===== config.mk =====
export PLATFORM = sky130hd
export DESIGN_NAME = interrupt_stimulus_driver
export DESIGN_NICKNAME = d
export VERILOG_FILES = /design/src/rtl/interrupt_stimulus_driver.sv
export SDC_FILE = /design/constraint.sdc
export NUM_CORES = 1
export LEC_CHECK = 0
export ABC_AREA = 1
export ABC_CLOCK_PERIOD_IN_PS = 5500
export BUFFER_PORTS_ARGS = -buffer_cell sky130_fd_sc_hd__buf_4
export CORE_UTILIZATION = 45
export DETAILED_ROUTE_END_ITERATION = 16
export SYNTH_ARGS = -nofsm -noshare
export SYNTH_HDL_FRONTEND = slang
export SYNTH_SLANG_ARGS = --single-unit

===== constraint.sdc =====
create_clock -name clock -period 5.5 [get_ports clock]
set_input_delay 1.1 -clock clock [delete_from_list [all_inputs] [get_ports clock]]
set_output_delay 1.1 -clock clock [all_outputs]
set_load 0.005 [all_outputs]

===== src/rtl/interrupt_stimulus_driver.sv =====
// Programmable interrupt source: queued (mask, delay, hold) commands raise and release lines
// cycle-accurately. Define INTR_DRV_RANDOM_EN to add LFSR-driven random single-line pulses.
module interrupt_stimulus_driver #(
  parameter int ID    = 0,
  parameter int WIDTH = 1,
  parameter int DEPTH = 4,
  parameter int DLY_W = 16
) (
  input  logic             clock,
  input  logic             reset,
  input  logic             cmd_valid,
  output logic             cmd_ready,
  input  logic [WIDTH-1:0] cmd_mask,
  input  logic [DLY_W-1:0] cmd_delay,
  input  logic [DLY_W-1:0] cmd_hold,
  input  logic [WIDTH-1:0] ack,
`ifdef INTR_DRV_RANDOM_EN
  input  logic             rand_en,
`endif
  output logic [WIDTH-1:0] interrupts,
  output logic             busy,
  output logic             done_pulse
);

  localparam int AW = $clog2(DEPTH);

  if (WIDTH < 1 || WIDTH > 32 || DEPTH < 2 || (DEPTH & (DEPTH - 1)) != 0 || ID < 0) begin : g_bad_param
    $error("interrupt_stimulus_driver: illegal parameter set");
  end

  typedef enum logic [1:0] {S_IDLE, S_WAIT, S_ASSERT} state_t;

  logic [WIDTH-1:0] fifo_mask_q  [DEPTH];
  logic [DLY_W-1:0] fifo_delay_q [DEPTH];
  logic [DLY_W-1:0] fifo_hold_q  [DEPTH];
  logic [AW-1:0]    wr_ptr_q, rd_ptr_q;
  logic [AW:0]      count_q;
  logic             fifo_full, fifo_empty, push, pop;

  state_t           state_q;
  logic [WIDTH-1:0] intr_q, mask_q, intr_acked_d;
  logic [DLY_W-1:0] hold_q, cnt_q;
  logic             done_q;

  assign fifo_full  = (count_q == (AW+1)'(DEPTH));
  assign fifo_empty = (count_q == '0);
  assign cmd_ready  = !fifo_full;
  assign push       = cmd_valid && !fifo_full;
  assign pop        = (state_q == S_IDLE) && !fifo_empty;

  // Payload storage carries no reset; only the pointers and count define validity.
  always_ff @(posedge clock) begin
    if (push) begin
      fifo_mask_q[wr_ptr_q]  <= cmd_mask;
      fifo_delay_q[wr_ptr_q] <= cmd_delay;
      fifo_hold_q[wr_ptr_q]  <= cmd_hold;
    end
  end

  always_ff @(posedge clock or posedge reset) begin
    if (reset) begin
      wr_ptr_q <= '0;
      rd_ptr_q <= '0;
      count_q  <= '0;
    end else begin
      if (push) wr_ptr_q <= wr_ptr_q + AW'(1);
      if (pop)  rd_ptr_q <= rd_ptr_q + AW'(1);
      case ({push, pop})
        2'b10:   count_q <= count_q + (AW+1)'(1);
        2'b01:   count_q <= count_q - (AW+1)'(1);
        default: count_q <= count_q;
      endcase
    end
  end

`ifdef INTR_DRV_RANDOM_EN
  localparam logic [15:0] SEED = 16'hACE1 ^ 16'(ID);
  logic [15:0]      lfsr_q;
  logic             rand_start;
  logic [WIDTH-1:0] rand_mask;
  logic [DLY_W-1:0] rand_hold;
  int               rand_idx;

  assign rand_idx   = int'(lfsr_q[8:4]) % WIDTH;
  assign rand_mask  = WIDTH'(1) << rand_idx;
  assign rand_hold  = DLY_W'({1'b0, lfsr_q[12:9]} + 5'd1);
  assign rand_start = rand_en && fifo_empty && (lfsr_q[3:0] == 4'd0);

  always_ff @(posedge clock or posedge reset) begin
    if (reset) lfsr_q <= SEED;
    else       lfsr_q <= {lfsr_q[14:0], lfsr_q[15] ^ lfsr_q[13] ^ lfsr_q[12] ^ lfsr_q[10]};
  end
`endif

  assign intr_acked_d = intr_q & ~ack;

  always_ff @(posedge clock or posedge reset) begin
    if (reset) begin
      state_q <= S_IDLE;
      intr_q  <= '0;
      mask_q  <= '0;
      hold_q  <= '0;
      cnt_q   <= '0;
      done_q  <= 1'b0;
    end else begin
      done_q <= 1'b0;
      case (state_q)
        S_IDLE: begin
          if (!fifo_empty) begin
            mask_q  <= fifo_mask_q[rd_ptr_q];
            hold_q  <= fifo_hold_q[rd_ptr_q];
            cnt_q   <= fifo_delay_q[rd_ptr_q];
            state_q <= S_WAIT;
          end
`ifdef INTR_DRV_RANDOM_EN
          else if (rand_start) begin
            mask_q  <= rand_mask;
            hold_q  <= rand_hold;
            cnt_q   <= '0;
            state_q <= S_WAIT;
          end
`endif
        end
        S_WAIT: begin
          if (cnt_q == '0) begin
            intr_q  <= intr_q | mask_q;
            cnt_q   <= hold_q;
            state_q <= S_ASSERT;
          end else begin
            cnt_q <= cnt_q - DLY_W'(1);
          end
        end
        S_ASSERT: begin
          // An empty mask must still honour a nonzero hold, so "all acked" needs a real mask.
          if (hold_q != '0 && cnt_q == DLY_W'(1)) begin
            intr_q  <= '0;
            done_q  <= 1'b1;
            state_q <= S_IDLE;
          end else if (intr_q == '0 && (mask_q != '0 || hold_q == '0)) begin
            done_q  <= 1'b1;
            state_q <= S_IDLE;
          end else begin
            intr_q <= intr_acked_d;
            if (hold_q != '0) cnt_q <= cnt_q - DLY_W'(1);
          end
        end
        default: state_q <= S_IDLE;
      endcase
    end
  end

  assign interrupts = intr_q;
  assign done_pulse = done_q;
  assign busy       = (state_q != S_IDLE) || !fifo_empty;

endmodule


* After elaboration in Yosys (flattened, before gate mapping)
Memory sizes are Yosys's and may differ from the RTL's. A register that Yosys moved wholly into a read port is not among the register bits.
Cells that the tools add are included.
** Word-level totals
- Flip-flop bits (word level) :: 27
- Memory bits (writable) :: 132
- Input bits :: 37
- Output and inout bits :: 4
- Memories kept :: 3
** Operators by class
- $add $sub $neg :: 5
- Eq/ne operators :: 13
- Mux-type cells :: 21
- Bitwise operators :: 5
- Reduce and logical (&&, ||, !) cells :: 21
** Memories
- fifo_delay_q :: words 4, width 16, read ports 1, clocked after memory_dff 0, wr ports 1, line 34 : logic [DLY_W-1:0] fifo_delay_q [DEPTH];
- fifo_hold_q :: words 4, width 16, read ports 1, clocked after memory_dff 1, wr ports 1, line 35 : logic [DLY_W-1:0] fifo_hold_q [DEPTH];
- fifo_mask_q :: words 4, width 1, read ports 1, clocked after memory_dff 1, wr ports 1, line 33 : logic [WIDTH-1:0] fifo_mask_q [DEPTH];
** Operators with widths (count)
- $mux W16 :: 5
- $pmux W16 S3 :: 1
- $logic_not A16 Y1 :: 2
- $eq A16 B1 Y1 const B :: 1
- $reduce_bool A16 Y1 :: 1
- $sub A16 B1 Y16 const B :: 1
- $ne A2 B2 Y1 const B :: 5
- $mux W1 :: 8
- $mux W2 :: 4
- $ne A3 B3 Y1 const B :: 2
- $pmux W2 S3 :: 1
- $pmux W3 S2 :: 1
- $reduce_and A3 Y1 :: 2
- $reduce_bool A2 Y1 :: 3
- $reduce_and A5 Y1 :: 1
- $add A2 B1 Y2 const B :: 2
- $eq A2 B1 Y1 const B :: 2
- $eq A2 B2 Y1 const B :: 2
- $logic_and A1 B1 Y1 :: 4
- $add A3 B1 Y3 const B :: 1
- $eq A3 B3 Y1 const B :: 1
- $logic_not A3 Y1 :: 1
- $not A1 Y1 :: 3
- $reduce_bool A3 Y1 :: 1
- 8 further kinds :: 10

* Longest topological paths before layout
Gate-level depths: netlist (run 1).
- Word-level depth :: 6
- Mapped depth :: 12
- Mapped depth without buffers :: 12

* Worst setup path before layout (run 1)
No wires, ideal clock.
- Path kind :: input-to-reg
- From :: input cmd_valid
- To :: memory fifo_delay_q[0][0], enable pin
- Library setup time :: 423 ps
- Data arrival time :: 2678 ps
- Data required time :: 5077 ps
- Slack :: 2399 ps
- Stages on the path :: 2
- Cell sequence :: nand2_1 > nor2_1
** Between the ends
- Longest elaborated chain between the ends :: 3
** Ends and longest elaborated chain
- from (decl) :: line 11 : input logic cmd_valid,
- $logic_and A1 B1 Y1 :: line 48 : assign push = cmd_valid && !fifo_full;
- $mux W1 :: line 53 : if (push) begin
- $mux W1 (implied by the code) :: line 55 : fifo_delay_q[wr_ptr_q] <= cmd_delay;
- to (decl) :: line 34
No other way between the ends.

* Final worst setup path (run 1)
- From :: register state_q[0]
- To :: output busy
** Between the ends
- Longest elaborated chain between the ends :: 2
** Ends and longest elaborated chain
- from (decl) :: line 40 : state_t state_q;
- from (signal assigned) :: line 99 : state_q <= S_IDLE;
- from (signal assigned) :: line 113 : state_q <= S_WAIT;
- from (signal assigned) :: line 128 : state_q <= S_ASSERT;
- $reduce_bool A2 Y1 :: line 154 : assign busy = (state_q != S_IDLE) || !fifo_empty;
- $logic_or A1 B1 Y1 :: line 154
- to (decl) :: line 21 : output logic busy,
No other way between the ends.

==> impl_metrics.ini, run 1 <==
[status]
status = completed

[drt]
wl_per_cell_um = 16.3
ant_nets = 0
drc = 0
vias = 5411
first_pass_iters = 5
first_iter_violations = 387
routed_wl_mm = 16.6
viasPerCell = 5.30

[worst_hold_path]
worstHoldStart = count_q[0]
hold_path_depth = 1
hold_path_end = count_q[0]
min_path_type = reg -> reg

[setup_path]
critPathRequiredTime_ns = 4.40
rr_startpoint = rd_ptr_q[0]
crit_cells = 6
critPathKind = reg -> out
end_kind = output pin
r2r_slack_ns = 2.85
reg2reg_to = cnt_q[4]
crit_fanout = 3
rr_worst_depth = 9
crit_slowest_cell = dfrtp_1
critical-path-top-delay-family = buffers and inverters
cp-start-kind = flip-flop
crit_buf_inv = 4
slowest_delay_ns = 0.40
crit_chain = inv_1 -> ha_1 -> inv_1 -> nor2_1 -> inv_1 -> buf_4
cpMostUsedCell = inv_1
worstPathArrival_ns = 1.70

[synth]
yosysWarnings = 0
synth_edf_count = 132
synthXorXnorAreaFrac_pct = 0.902
synth_ff_type = edfxtp_1
syn_area_sq_um = 7760
async_flop_share_pct = 25.0
synth_top_family_by_area = simple AND/OR/NAND/NOR gates
synth_compound_area_share_pct = 9.68
synth-simple-area-share_pct = 17.4
syn_nets = 799
seq_area_frac_synth_pct = 65.2
synth_mux_area_share_pct = 0
postSynthAreaPerCell_sq_um = 10.3
yosysUniqueCellTypes = 30
ys_ff_latch = 176
synthAdderAreaFrac_pct = 1.87
synthCells = 751

[cts]
cts_made_buffers = 17
cts_setup_buffers = 0
clkTransAtPathRegs_ns = 0.06
clk_latency_ns = 0.42
postCtsHoldBufs = 0
htree_levels = 4
clock-sinks = 176
cts_tree = yes
post_cts_resized = 0
clockRootBuffer = clkbuf_16
clk_path_buf_depth = 2

[sta]
timing.fmax_mhz = 358
finalHoldViolations = 0
setup_violations = 0
period_minus_slack_ns = 2.80
holdWs_ns = 0.482
relSlewSlack_pct = 30.0
tightest_slew_ns = 1.05
setup_tns_ns = 0
fin_skew_ns = 0.0116
rsz0062_at_grt = false
finalCritPeriodShare_pct = 50.8
finalMaxSlewViolations = 0

[place]
dpl.hpwl_mm = 10.3
routabilityCongestion = 0.837
port_buffers = 40
dpl.cell_count = 988

[die]
die_h_um = 133
row_count = 47
start_util_pct = 46.5
die_area_sq_um = 17800
die_w_um = 133
core-area_sq_um = 16700
io_pins = 41

[power_and_ir_drop]
swShare_pct = 23.0
cellLeakagePower_uw = 0.00348
switching_power_uw = 761
ir_drop_uv = 231
comb_power_share_pct = 9.9
pwr-share-seq_pct = 51.8
clkPwrFrac_pct = 38.3
p_per_area_nw_per_um2 = 373
p_int_uw = 2540

[global_routing]
grt_max_degree = 69
grt_first_pass_wirelength_mm = 27.6
antenna_found_initial = 0
grt_pass1_vias = 5349
grt_usage_pct = 20.2
grt.overflow.total = 0

[final_layout]
drive_gt1_share_pct = 12.0
fill_cells = 1499
nets = 835
synthToLayoutAreaGrowth_pct = 14.2
final_cells = 1020
antenna_cells = 0

[job]
maxCapViolCount = 0
## synthesized netlist by cell type, types with 4 or more instances
master	count	share of area, %
nor2_1	148	7.2
nand2_1	140	6.8
edfxtp_1	132	51
o21ai_0	90	5.8
inv_1	55	2.7
dfrtp_1	44	14
o22ai_1	33	2.7
clkbuf_1	22	1.1
nand3_1	18	1.2
a21oi_1	17	1.1
ha_1	10	1.6
xor2_1	7	0.79
nand2_2	5	0.40
buf_6	4	0.58
## cells in the final DEF, fill, tap and decap left out, types with 2 or more instances in the layout
| cell type | n |
|---|---|
| nor2_1 | 144 |
| nand2_1 | 140 |
| edfxtp_1 | 132 |
| o21ai_0 | 90 |
| inv_1 | 54 |
| buf_4 | 48 |
| dfrtp_1 | 43 |
| o22ai_1 | 33 |
| nand3_1 | 18 |
| a21oi_1 | 17 |
| clkbuf_16 | 17 |
| ha_1 | 10 |
| nor2_2 | 7 |
| xor2_1 | 7 |
| nand2_2 | 5 |
| clkbuf_1 | 4 |
| bufinv_16 | 4 |
| nor2_4 | 3 |
| clkinv_1 | 3 |
| nand3_4 | 2 |
| nand3b_1 | 2 |
| nand4_1 | 2 |
| o21ai_1 | 2 |
| clkinvlp_4 | 2 |
| clkbuf_8 | 2 |
## cell families after synthesis
logic type / count (synthesis)
AND/OR/NAND/NOR: 327
flip-flops: 176
AO/OA/AOI/OAI: 142
buffers and inverters: 87
adder cells (fa/ha/maj): 11
XOR/XNOR: 8
## metrics by stage
stage | instance area, sq um | setup slack, ns | total power [uW] | utilization, %
2_1_floorplan | 7760 | 2.40 | 1920 | -
3_3_place_gp | 8240 | 2.83 | 2060 | 49.3
3_5_place_dp | 8240 | 2.83 | 2070 | 49.3
4_1_cts | 8870 | 2.69 | 3330 | 53.1
5_1_grt | 8870 | 2.54 | 3430 | 53.1
6_report | 8870 | 2.70 | 3300 | 53.1
## area by class of cell
cell class / count / area [sq um] / area share, %
tap: 220 / 275 / 3.10
clock buffer: 23 / 468 / 5.28
clock inverter: 9 / 156 / 1.76
multi-input combinational: 488 / 2330 / 26.3
sequential: 176 / 5070 / 57.1
timing repair buffer: 48 / 360 / 4.06
inverter: 56 / 210 / 2.37
## state kept, by name, summed over array words and instances (netlist names)
signal / flops
rd_ptr_q: 2
fifo_delay_q: 64
fifo_mask_q: 4
interrupts: 1
mask_q: 1
wr_ptr_q: 2
count_q: 3
hold_q: 16
fifo_hold_q: 64
state_q: 2
cnt_q: 16
done_pulse: 1
## worst max-delay path by stage
stage | from | to | slack, ns
3_3_place_gp | cmd_valid | count_q[2] | 2.83
4_1_cts | state_q[0] | busy | 2.69
3_5_place_dp | count_q[0] | count_q[1] | 2.83
5_1_grt | count_q[0] | count_q[1] | 2.54
6_report | state_q[0] | busy | 2.70
2_1_floorplan | cmd_valid | fifo_delay_q[0][0] | 2.40
## power groups by stage
stage	Sequential [uW]	Combinational (uW)	Clock [uW]
floorplan	1730	190	0
global placement	1730	327	0
detailed placement	1740	333	0
CTS	1710	335	1280
global route	1730	366	1330
finish	1710	325	1270
## per-layer routing
metal | GRT usage, % | vias up | wire [um]
met3 | 3.84 | 20 | 738
met2 | 33.3 | 150 | 8050
met1 | 26.9 | 2639 | 7530
li1 | - | 2602 | -
met4 | 6.94 | 0 | 278
met5 | 0 | - | 0
No activity file was read; power rests on OpenSTA's default activity.
==> inputs of run 2 (changes only) <==
Settings changed: ABC_AREA 1 to 0, ABC_CLOCK_PERIOD_IN_PS 5500 to 2800.
Clock period 5.5 ns to 2.8 ns, I/O delays scaled along.
==> run 2 against run 1 <==
  * Utilization up 1.2 points
  * Power grew to 3.0 times the previous value
  * Non-clock buffer count grew 14
  * Largest power group unchanged
==> impl_metrics.ini, run 2 <==
[die]
core-area_sq_um = 16100
die_h_um = 131
start_util_pct = 46.5
row_count = 46
die_w_um = 131
io_pins = 41
die_area_sq_um = 17100

[power_and_ir_drop]
cellLeakagePower_uw = 0.00316
p_per_area_nw_per_um2 = 1120
ir_drop_uv = 635
report.power.total_uw = 9750

[sta]
period_minus_slack_ns = 2.61
timing.fmax_mhz = 382
rsz0062_at_grt = false
fin_skew_ns = 0.00840
finalHoldViolations = 0
setup_tns_ns = 0
finalCritPeriodShare_pct = 93.4
finalMaxSlewViolations = 0
tightest_slew_ns = 1.01
setup_violations = 0
relSlewSlack_pct = 32.2

[cts]
cts_made_buffers = 17
clk_latency_ns = 0.42
cts_setup_buffers = 0
clock-sinks = 176
cts_tree = yes
clkTransAtPathRegs_ns = 0.06
htree_levels = 4
clockRootBuffer = clkbuf_16
clk_path_buf_depth = 2

[synth]
postSynthAreaPerCell_sq_um = 16.6
synthCells = 451
synth.cells.most_frequent = 132 x edfxtp_1, 44 x dfrtp_1, 33 x mux4_2, 26 x inv_1, 25 x nor2_1
synth.most_common_cell = edfxtp_1
synth_edf_count = 132
synth_top_area_share_pct = 53.1
yosysUniqueCellTypes = 54
async_flop_share_pct = 25.0
synth.area.top_cells = edfxtp_1 53%, dfrtp_1 15%, mux4_2 10%
yosys.area.top_type = edfxtp_1
yosysWarnings = 0
syn_nets = 499
seq_area_frac_synth_pct = 67.8
syn_area_sq_um = 7470
ys_ff_latch = 176
synth_ff_type = edfxtp_1

[drt]
drc = 0
vias = 4182
viasPerCell = 5.69
routed_wl_mm = 14.9
first_pass_iters = 4
ant_nets = 0
first_iter_violations = 257
wl_per_cell_um = 20.3

[final_layout]
layout_commonest_cell = edfxtp_1
drive_gt1_share_pct = 29.1
seqCellArea_sq_um = 5070
nets = 554
top_regs = fifo_delay_q x64, fifo_hold_q x64
layout_common_cells = 132 x edfxtp_1, 61 x buf_4, 43 x dfrtp_1
synthToLayoutAreaGrowth_pct = 16.7
antenna_cells = 0
fill_cells = 1302
multi_input_area_sq_um = 2190

[global_routing]
grt_usage_pct = 19.4
antenna_found_initial = 0
grt_pass1_vias = 4289
grt_first_pass_wirelength_mm = 24.1
grt_max_degree = 34
grt.overflow.total = 0

[setup_path]
reg2reg_to = cnt_q[1]
critical-path-top-delay-family = simple AND/OR/NAND/NOR gates
critPathRequiredTime_ns = 3.11
critPathKind = reg -> reg
crit_buf_inv = 1
end_kind = flip-flop
r2r_slack_ns = 0.19
worstPathArrival_ns = 2.93
rr_startpoint = cnt_q[0]
cp-start-kind = flip-flop
crit_slowest_cell = or3b_2
slowest_delay_ns = 0.57
rr_worst_depth = 7
crit_fanout = 19
crit_chain = inv_1 -> ha_1 -> or3b_2 -> nor3_4 -> a21oi_4 -> a221o_1 -> a22o_1

[job]
maxCapViolCount = 0

[place]
port_buffers = 40
dpl.hpwl_mm = 9.60
routabilityCongestion = 0.856

[status]
status = completed

[worst_hold_path]
min_path_type = in -> async
## run 2: worst max-delay path by stage
stage | startpoint | endpoint | slack (ns) | cells after the start
final | cnt_q[0] | cnt_q[1] | 0.19 | 7
after global routing | cnt_q[0] | cnt_q[10] | 0.02 | 8
after global placement | cnt_q[0] | cnt_q[1] | 0.21 | 7
after detailed placement | cnt_q[0] | cnt_q[1] | 0.14 | 7
after floorplan | cnt_q[0] | cnt_q[11] | 0.39 | 9
after CTS | cnt_q[0] | cnt_q[1] | 0.12 | 7
## run 2: metal layers
layer,track usage (%),vias up,routed length [um]
li1,-,1921,-
met1,26.3,2161,6810
met2,31.0,85,7320
met3,4.97,15,566
met4,5.68,0,211
met5,0,-,0
## run 2: logic make-up (layout without fill, tap and decap cells)
logic type,count (synthesis),after routing,synth area share [%]
AOI/OAI and AO/OA,78,78,8.36
xor gates and xnor gates,9,9,1.06
adders and majority gates,11,11,1.94
buffers and inverters,53,121,2.90
DFF,176,176,67.8
muxes,50,50,12.5
and+or+nand+nor,74,74,5.40
## run 2: cell type report
type                       instances  area share (%)
clock buffer                      17            4.88
clock inverter                    15            2.08
inverter                          27            1.16
multi-input combinational        222            25.2
sequential                       176            58.1
tap                              216            3.10
timing repair buffer              62            5.48
## run 2: power breakdown
| part | switching, uW | internal, uW | leakage [uW] |
|---|---|---|---|
| Clock | 1010 | 1420 | 0.000302 |
| Combinational | 1730 | 1580 | 0.00112 |
| Sequential | 450 | 3570 | 0.00173 |
| Total | 3190 | 6560 | 0.00316 |
## run 2: stage by stage
step                util (%)  cell area, sq um  std cells  worst slack [ns]  hold WS (ns)
global placement        50.5              8100        703             0.205         0.480
finish                  54.3              8720        735             0.185         0.257
CTS                     54.2              8710        735             0.122         0.267
floorplan                  -              7470        451             0.388         0.464
detailed placement      50.5              8100        703             0.138         0.487
global route            54.3              8720        735            0.0168         0.298
## run 2: repair_timing
action                     4_1_cts  5_1_grt
setup endpoints to repair        0        6
hold endpoints to repair         0        0
gates resized for setup          0        1
hold buffers                     0        0
==> inputs of run 3 (changes only) <==
Settings changed: CTS_CLUSTER_SIZE set to 8, SETUP_SLACK_MARGIN set to 0.2.
==> run 3 against run 2 <==
  * Final cell count rose by 0.27%
  * First-iteration DRC count increased by 0.39%
  * Clock power about the same
  * Register-to-register slack improved by 0.16 ns
  * Highest routed layer unchanged
  * Design area up 0.30%
  * Worst setup slack better by 0.16 ns
  * Via count fell by 0.24%
  * Critical path type unchanged
  * Combinational power is 1% higher
==> impl_metrics.ini, run 3 (synthesis gave the netlist of run 2 again) <==
[sta]
tightest_slew_ns = 1.02
finalHoldViolations = 0
relSlewSlack_pct = 31.4
worst_slack_ns = 0.345
setup_tns_ns = 0
fin_skew_ns = 0.0117
finalCritPeriodShare_pct = 87.7
period_minus_slack_ns = 2.45
finalMaxSlewViolations = 0
timing.fmax_mhz = 407
rsz0062_at_grt = false
setup_violations = 0

[cts]
postCtsHoldBufs = 0
clk_latency_ns = 0.43
cts_made_buffers = 17
cts_tree = yes
htree_levels = 4
clk_path_buf_depth = 2
clockRootBuffer = clkbuf_16
clock-sinks = 176
clkTransAtPathRegs_ns = 0.07

[power_and_ir_drop]
cellLeakagePower_uw = 0.00317
p_per_area_nw_per_um2 = 1120
report.power.total_uw = 9780
ir_drop_uv = 635

[worst_hold_path]
min_path_type = in -> async

[die]
die_area_sq_um = 17100
die_w_um = 131
start_util_pct = 46.5
io_pins = 41
core-area_sq_um = 16100
row_count = 46
die_h_um = 131

[final_layout]
fin_util_pct = 54.4
multi_input_area_sq_um = 2210
fill_cells = 1301
seqCellArea_sq_um = 5070
layout_commonest_cell = edfxtp_1
synthToLayoutAreaGrowth_pct = 17.1
layout_common_cells = 132 x edfxtp_1, 62 x buf_4, 43 x dfrtp_1
nets = 556
drive_gt1_share_pct = 29.6
antenna_cells = 0
top_regs = fifo_delay_q x64, fifo_hold_q x64

[setup_path]
end_kind = flip-flop
cp-start-kind = flip-flop
critical-path-top-delay-family = compound AO/OA/AOI/OAI gates
crit_fanout = 16
critPathKind = reg -> reg
crit_chain = or4_4 -> nor4_1 -> a211o_1 -> a21o_1 -> o32ai_1
critPathRequiredTime_ns = 3.07
crit_slowest_cell = or4_4
worstPathArrival_ns = 2.73
crit_buf_inv = 0
slowest_delay_ns = 0.60

[global_routing]
grt.overflow.total = 0
grt_usage_pct = 19.4
grt_first_pass_wirelength_mm = 24.1
grt_max_degree = 34
antenna_found_initial = 0
grt_pass1_vias = 4298

[job]
maxCapViolCount = 0

[place]
dpl.hpwl_mm = 9.60
routabilityCongestion = 0.856
place_ws_ns = 0.138
port_buffers = 40

[drt]
first_pass_iters = 4
drc = 0
ant_nets = 0
viasPerCell = 5.66
first_iter_violations = 258
vias = 4172
routed_wl_mm = 15.2
wl_per_cell_um = 20.6

[status]
status = completed
[run 3: final timing paths]
kind	start	to	slack (ns)	cells after the start
max	cnt_q[10]	cnt_q[9]	0.35	5
min	reset	done_pulse	0.26	2
max reg2reg	cnt_q[10]	cnt_q[9]	0.35	5
min reg2reg	count_q[2]	count_q[2]	0.50	1
max in group asynchronous	reset	hold_q[8]	1.87	3
min in group clock	cmd_delay[12]	fifo_delay_q[2][12]	0.33	1
[run 3: layout make-up]
class | count | area share (%)
repair buffers | 63 | 5.55
flip-flops and latches | 176 | 58.0
clock buffers | 17 | 4.87
clock inverters | 15 | 2.08
inverters | 27 | 1.16
multi-input cells | 223 | 25.3
well taps | 216 | 3.09
[run 3: stage by stage]
step	area, sq um	hold slack [ns]	instances
floorplan	7470	0.464	451
finish	8740	0.261	737
detailed placement	8100	0.487	703
CTS	8720	0.267	736
global placement	8100	0.480	703
global route	8740	0.298	737
[run 3: report_power, final]
group | total (uW) | internal, uW | switching (uW)
clock network | 2420 | 1420 | 1000
registers | 4020 | 3570 | 451
logic | 3350 | 1590 | 1750
[run 3: what timing repair did]
| item | in CTS | in global routing |
|---|---|---|
| pin swaps | 1 | 2 |
| buffers inserted | 1 | 0 |
| endpoints found under the setup margin | 6 | 16 |
| cloned | 0 | 1 |
| resized for setup | 1 | 2 |
[run 3: metal layers]
layer | vias to the layer above | wire [um] | GRT usage, %
li1 | 1922 | - | -
met1 | 2146 | 6840 | 26.1
met2 | 98 | 7630 | 31.3
met3 | 6 | 630 | 5.05
met4 | 0 | 116 | 5.48
met5 | - | 0 | 0
